`src/rtl/vert_avg_accum.sv`:
```
// vert_avg_accum: vertical accumulator ahead of vert_avg_output.
// Each accepted pixel is added into the shared sum buffer at its column.
// After ROWS_PER_BIN rows, or at end of frame, the block requests a flush.
// While req is high, vert_avg_output owns the buffer, emits it and clears it.
//
// state      | meaning
// -----------+----------------------------------------------------------
// ST_ACCUM   | accepting pixels, read-modify-writing column sums
// ST_DRAIN   | one cycle so the last pipelined write retires
// ST_FLUSH   | req high, buffer handed to vert_avg_output, wait for ack
// ST_RELEASE | req dropped, wait for ack to fall before resuming
module vert_avg_accum #(
  parameter int COLS         = 28,
  parameter int ROWS_PER_BIN = 4,
  parameter int DATA_W       = 16
) (
  input  logic              clk,
  input  logic              resetn,
  input  logic [DATA_W-1:0] pix_i,
  input  logic              pix_valid,
  input  logic              pix_last,
  output logic              pix_ready,
  output logic [4:0]        sum_raddr,
  input  logic [23:0]       sum_rdata,
  output logic [4:0]        sum_waddr,
  output logic [23:0]       sum_wdata,
  output logic              sum_we,
  output logic              req,
  input  logic              ack,
  output logic              short_err
);

  localparam logic [1:0] ST_ACCUM   = 2'd0;
  localparam logic [1:0] ST_DRAIN   = 2'd1;
  localparam logic [1:0] ST_FLUSH   = 2'd2;
  localparam logic [1:0] ST_RELEASE = 2'd3;

  localparam logic [4:0] COL_LAST = 5'(COLS - 1);
  localparam logic [7:0] ROW_LAST = 8'(ROWS_PER_BIN - 1);

  logic [1:0]        state_q, state_d;
  logic [4:0]        col_q, col_d;
  logic [7:0]        row_q, row_d;
  logic              short_err_q, short_err_d;
  logic              pix_ready_q;
  logic              req_q;
  logic [DATA_W-1:0] s1_pix_q;
  logic [4:0]        s1_col_q;
  logic              s1_valid_q;

  logic beat;
  logic bin_end;

  // pix_ready_q is only ever high in ST_ACCUM, so a beat implies ST_ACCUM
  assign beat    = pix_valid & pix_ready_q;
  assign bin_end = beat & (pix_last | ((col_q == COL_LAST) & (row_q == ROW_LAST)));

  // Next-state logic: FSM sequencing plus column/row position tracking
  always_comb begin
    state_d     = state_q;
    col_d       = col_q;
    row_d       = row_q;
    short_err_d = short_err_q;
    case (state_q)
      ST_ACCUM: begin
        if (beat) begin
          if (pix_last && (col_q != COL_LAST)) short_err_d = 1'b1;
          if (bin_end) begin
            state_d = ST_DRAIN;
            col_d   = '0;
            row_d   = '0;
          end else if (col_q == COL_LAST) begin
            col_d = '0;
            row_d = row_q + 8'd1;
          end else begin
            col_d = col_q + 5'd1;
          end
        end
      end
      ST_DRAIN:   state_d = ST_FLUSH;
      ST_FLUSH:   if (ack) state_d = ST_RELEASE;
      ST_RELEASE: if (!ack) state_d = ST_ACCUM;
      default:    state_d = ST_ACCUM;
    endcase
  end

  // Control registers; req and pix_ready are registered images of the next state
  always_ff @(posedge clk or negedge resetn) begin
    if (!resetn) begin
      state_q     <= ST_ACCUM;
      col_q       <= '0;
      row_q       <= '0;
      short_err_q <= 1'b0;
      pix_ready_q <= 1'b0;
      req_q       <= 1'b0;
    end else begin
      state_q     <= state_d;
      col_q       <= col_d;
      row_q       <= row_d;
      short_err_q <= short_err_d;
      pix_ready_q <= (state_d == ST_ACCUM);
      req_q       <= (state_d == ST_FLUSH);
    end
  end

  // One-deep pipeline stage holding the accepted pixel and its column
  always_ff @(posedge clk or negedge resetn) begin
    if (!resetn) begin
      s1_pix_q   <= '0;
      s1_col_q   <= '0;
      s1_valid_q <= 1'b0;
    end else begin
      s1_valid_q <= beat;
      if (beat) begin
        s1_pix_q <= pix_i;
        s1_col_q <= col_q;
      end
    end
  end

  // Read-modify-write: combinational read, add with 24-bit wrap, write at next edge.
  // Adjacent beats always target different columns, so no forwarding is needed.
  assign sum_raddr = s1_valid_q ? s1_col_q : 5'd0;
  assign sum_waddr = s1_col_q;
  assign sum_wdata = sum_rdata + 24'(s1_pix_q);
  assign sum_we    = s1_valid_q;

  assign pix_ready = pix_ready_q;
  assign req       = req_q;
  assign short_err = short_err_q;

endmodule

```
`config.mk`:
```
export PLATFORM = sky130hd
export DESIGN_NAME = vert_avg_accum
export DESIGN_NICKNAME = d
export VERILOG_FILES = /design/src/rtl/vert_avg_accum.sv
export SDC_FILE = /design/constraint.sdc
export NUM_CORES = 1
export LEC_CHECK = 0
export ABC_AREA = 1
export BUFFER_PORTS_ARGS = -buffer_cell sky130_fd_sc_hd__buf_4
export CAP_MARGIN = 20
export CORE_AREA = 2 2 96 70
export DETAILED_ROUTE_END_ITERATION = 10
export DIE_AREA = 0 0 98 72
export PLACE_DENSITY_LB_ADDON = 0.1
export SKIP_LAST_GASP = 1
export SLEW_MARGIN = 20
export SYNTH_ARGS = -nofsm -noshare
export SYNTH_HDL_FRONTEND = slang
export SYNTH_SLANG_ARGS = --single-unit
```
`constraint.sdc`:
```
create_clock -name clk -period 2 [get_ports clk]
set_clock_uncertainty 0.1 [all_clocks]
set_input_delay 0.1 -clock clk [delete_from_list [all_inputs] [get_ports clk]]
set_output_delay 0.1 -clock clk [all_outputs]
set_load 0.02 [all_outputs]
```
**Word-level counts from Yosys, hierarchy flattened**

Index checks and enable logic that the tools add are counted.

- Equal/unequal tests: 7
- Bitwise logic cells: 4
- Muxes and demuxes: 10
- Add/sub/neg operators: 3
- Reductions and logical operators: 7

Operators with widths:

| cell | count |
|---|---|
| $add A24 B16 Y24 | 1 |
| $mux W8 | 2 |
| $mux W5 | 3 |
| $add A8 B1 Y8 const B | 1 |
| $eq A8 B2 Y1 const B | 1 |
| $mux W2 | 4 |
| $pmux W2 S4 | 1 |
| $eq A2 B2 Y1 const B | 3 |
| $reduce_and A3 Y1 | 2 |
| $add A5 B1 Y5 const B | 1 |
| $eq A5 B5 Y1 const B | 1 |
| $ne A5 B5 Y1 const B | 1 |
| $logic_not A2 Y1 | 2 |
| $and A1 B1 Y1 | 3 |
| $eq A2 B1 Y1 const B | 1 |
| $reduce_and A2 Y1 | 1 |
| $reduce_bool A2 Y1 | 1 |
| $logic_and A1 B1 Y1 | 1 |
| $or A1 B1 Y1 | 1 |

- Flip-flop bits (word level): 40
- Input port bits: 45
- Word-level logic and storage cells: 40
- Output and inout port bits: 38

**Logic depth before layout (Yosys ltp)**

- Depth in word-level cells: 8
- Depth in mapped cells: 11

**Worst setup path before layout**

Ideal clock, no wire load.

- Kind: reg2out
- From: register s1_pix_q[0]
- To: output port sum_wdata[12]
- Arrival: 1.756 ns
- Path slack: 0.044 ns
- Stages on the path, launching flop included: 10
- Path through: dfrtp_1 ha_1 fa_1 nand2_1 nand2_1 nand2_1 inv_1 nand2_1 nand2_1 xor2_1

- Word-level cells in the longest chain between the ends: 1

Ends and longest elaborated chain:

| item | RTL line | text |
|---|---|---|
| from (decl) | 47 | `logic [DATA_W-1:0] s1_pix_q;` |
| from (signal assigned) | 115 | `s1_pix_q <= pix_i;` |
| $add A24 B16 Y24 | 125 | `assign sum_wdata = sum_rdata + 24'(s1_pix_q);` |
| to (decl) | 26 | `output logic [23:0] sum_wdata,` |

Every way passes these cells.

**Worst setup path after layout**

- From: register s1_pix_q[0]
- To: output port sum_wdata[16]

Same word-level chain as after synthesis.

==> summary.txt <==
Detailed routing
  • DRC violations left: 0
  • Vias per cell: 5.36
  • Via count: 3900
  • Final wirelength: 12.0 mm
  • Drt wl/cell: 16.5 µm
  • First-pass DRT Iterations: 5
  • First DRT Iteration DRCs: 268
  • Final ANT Viol Nets: 0

Final layout
  • Area of the multi-input gates: 2470 µm²
  • Layout Cell Area excl Fill: 5130 µm²
  • Fin cells: 727
  • Utilization after layout: 0.841
  • Layout cells sized above 1: 0.374
  • # diodes: 0
  • P&R area growth vs syn: 59.0%
  • Sequential cell area: 1000 µm²
  • Final nets: 712
  • # fillers: 352

Clocking
  • Clock root cell: clkbuf_8
  • H-tree levels: 2
  • CTS tree: built
  • CTS clk-pin slew, worst paths: 0.09 ns
  • # clock sinks: 40
  • Clk_lat worst skew: 0.31 ns
  • Total CTS buffers: 5
  • Clock Tree Buf Depth: 2

Pwr
  • Pint: 3.75 mW
  • Power, Total: 7.35 mW
  • Power Density: 1430 nW/µm²
  • NetSw: 3.61 mW
  • Leakage: 2.84 nW
  • VDD IR max: 1240 µV
  • Clk pwr share: 0.096
  • Sequential Power Share: 0.190
  • Switching Fraction: 0.490
  • Comb power frac: 0.714

Worst setup path
  • Worst r2r src: col_q[0]$_DFFE_PN0P_
  • Worst path required time: 1.80 ns
  • Reg-to-reg slack, setup: 0.16 ns
  • Critical path startpoint: s1_pix_q[0]$_DFFE_PN0P_
  • Kind of start point of the critical path: register
  • Crit path kind: reg2out
  • Critical path endpoint category: primary output
  • Crit Path Max Fanout: 3
  • Critical path arrival: 2.02 ns

Job
  • Max_cap viols: 0

Floorplanning
  • Row count: 24
  • Initial Util: 0.529
  • Die area: 7060 µm²
  • Die width: 98 µm
  • Core Footprint: 6100 µm²
  • Die Y-Extent: 72 µm
  • I/O pins: 83

Min path
  • Hold path startpoint: pix_valid
  • Tightest Hold Check Type: in2reg

Global routing
  • Overflow after GRT: 0
  • First-pass GRT wire length: 17.5 mm
  • Total GRT Usage: 0.313
  • Vias in the first global route: 3756
  • Initial antenna violation count: 0
  • Largest net degree at the start of global routing: 41

Yosys
  • Post-synth top area share: 0.311
  • Gate Count Post-Synth: 512
  • Largest area contributor in the netlist: dfrtp_1
  • Syn_area_per_cell: 6.30 µm²
  • Syn_nets: 576
  • Post-synthesis sequential area ratio: 0.311
  • Ys Warns: 0
  • Top_reg_cell synth: dfrtp_1
  • Distinct cells, synth: 30
  • Yosys reg bits: 40
  • EDFF count, synth: 0
  • Largest cells by area after synthesis: dfrtp_1 (31%), nand2_1 (27%), inv_1 (9.1%), ha_1 (7.0%), nand3_1 (5.1%)
  • FFs w/ async S/R, synth: 1.00
  • Mapped Area: 3220 µm²

STA
  • Final hold vios: 0
  • Slew @ Worst Pin: 0.519 ns
  • Max_slew headroom: 0.654
  • Setup WS post-layout: -0.218 ns
  • Final Setup Violations: 21
  • Final hold slack: 0.0657 ns
  • Period Utilization, post-route: 1.11
  • Max Clk Rate: 451 MHz
  • Final Critical Period: 2.22 ns
  • Setup tns final: -3.04 ns
  • RSZ-0062 raised after global routing: yes
  • Final Slew Violations: 0

Placement
  • Placer Congestion: 0.889
  • Dpl hpwl: 6.89 mm
  • I/O Buffers: 82
  • Pre-CTS setup slack: 0.0316 ns
  • Placed cells: 672
  • Placed Area: 3950 µm²

Run status
  • Outcome: complete, but fails checks
  • Failing checks: negative setup slack
-- power by group through the flow --
stage | logic (mW) | clock network (mW) | registers [mW]
2_1_floorplan | 2.18 | 0 | 1.36
3_3_place_gp | 3.44 | 0 | 1.30
3_5_place_dp | 3.48 | 0 | 1.31
4_1_cts | 4.49 | 0.697 | 1.37
5_1_grt | 5.56 | 0.736 | 1.43
6_report | 5.25 | 0.703 | 1.40
-- cell type report --
type / instances / share of cell area
multi-input cells: 385 / 0.481
repair buffers: 134 / 0.221
flip-flops and latches: 40 / 0.196
inverters: 82 / 0.0605
well taps: 78 / 0.0190
clock buffers: 5 / 0.0134
clock inverters: 3 / 0.00903
-- logic make-up after synthesis --
| kind of cell | count (synthesis) | synth area share |
|---|---|---|
| XOR/XNOR | 19 | 0.0516 |
| AO/OA/AOI/OAI | 24 | 0.0404 |
| buffers and inverters | 87 | 0.102 |
| AND/OR/NAND/NOR | 323 | 0.419 |
| adder cells (fa/ha/maj) | 19 | 0.0761 |
| flip-flops | 40 | 0.311 |
-- state kept, by name, summed over array words and instances (netlist names) --
register	flops
sum_we	1
s1_pix_q	16
req	1
state_q	2
pix_ready	1
short_err	1
sum_waddr	5
row_q	8
col_q	5
-- layer usage --
layer | track usage | vias up | share of wire
li1 | - | 1838 | -
met1 | 0.407 | 1818 | 0.42
met2 | 0.526 | 192 | 0.46
met3 | 0.0703 | 52 | 0.070
met4 | 0.106 | 0 | 0.047
met5 | 0 | - | 0
-- worst max-delay path, cell delays in order, from the launching register on --
cell and delay (ns):
dfrtp_1 0.39, ha_2 0.19, fa_2 0.38, nand2_2 0.10, nand2_4 0.07, nand2_4 0.09, o21ai_4 0.07, nand2_2 0.07
nand2_1 0.05, nand2_1 0.08, nand2_2 0.07, buf_6 0.13
-- cell usage in the layout (no fill, tap or decap), types with 2 or more instances in the layout --
master / Yosys / layout
xor2_1: 17 / 14
nor3_1: 4 / 3
nand3_2: 3 / 11
inv_2: 4 / 12
buf_12: 0 / 2
ha_4: 0 / 15
nand2_1: 229 / 189
inv_1: 78 / 69
nand3_4: 0 / 3
o22ai_1: 2 / 2
nand2_4: 1 / 14
buf_4: 0 / 98
buf_6: 0 / 15
nand4_1: 6 / 6
nor2_2: 4 / 7
dlygate4sd3_1: 0 / 19
a21oi_1: 11 / 5
nor2_1: 30 / 21
a21oi_2: 0 / 5
nand3_1: 33 / 22
o21ai_0: 8 / 6
ha_1: 18 / 2
clkbuf_8: 0 / 5
o21ai_1: 1 / 3
dfrtp_1: 40 / 39
xor2_2: 0 / 3
nand2_2: 7 / 33
nor2_4: 1 / 7
-- Yosys cell counts (3+ instances only) --
| cell | n |
|---|---|
| nand2_2 | 7 |
| nand4_1 | 6 |
| inv_2 | 4 |
| nand2_1 | 229 |
| nand3_2 | 3 |
| nand3_1 | 33 |
| ha_1 | 18 |
| dfrtp_1 | 40 |
| xor2_1 | 17 |
| inv_1 | 78 |
| o21ai_0 | 8 |
| a21oi_1 | 11 |
| nor3_1 | 4 |
| buf_2 | 3 |
| nor2_2 | 4 |
| nor2_1 | 30 |
-- final timing paths --
kind,depth (start not counted),end
setup / recovery,11,sum_wdata[16]
hold / removal,4,sum_waddr[0]$_DFFE_PN0P_
setup reg to reg,8,row_q[3]$_DFFE_PN0P_
hold reg to reg,2,row_q[7]$_DFFE_PN0P_
max in group asynchronous,2,s1_pix_q[1]$_DFFE_PN0P_
min in group asynchronous,2,row_q[2]$_DFFE_PN0P_
-- timing repair --
action                     CTS  global route
cloned                       0             0
hold endpoints to repair    60             0
pin swaps                   58            34
buffers inserted            21             7
hold buffers                19             0
resized for setup           95            48
setup endpoints to repair   21            21
(Power assumes the default switching activity.)
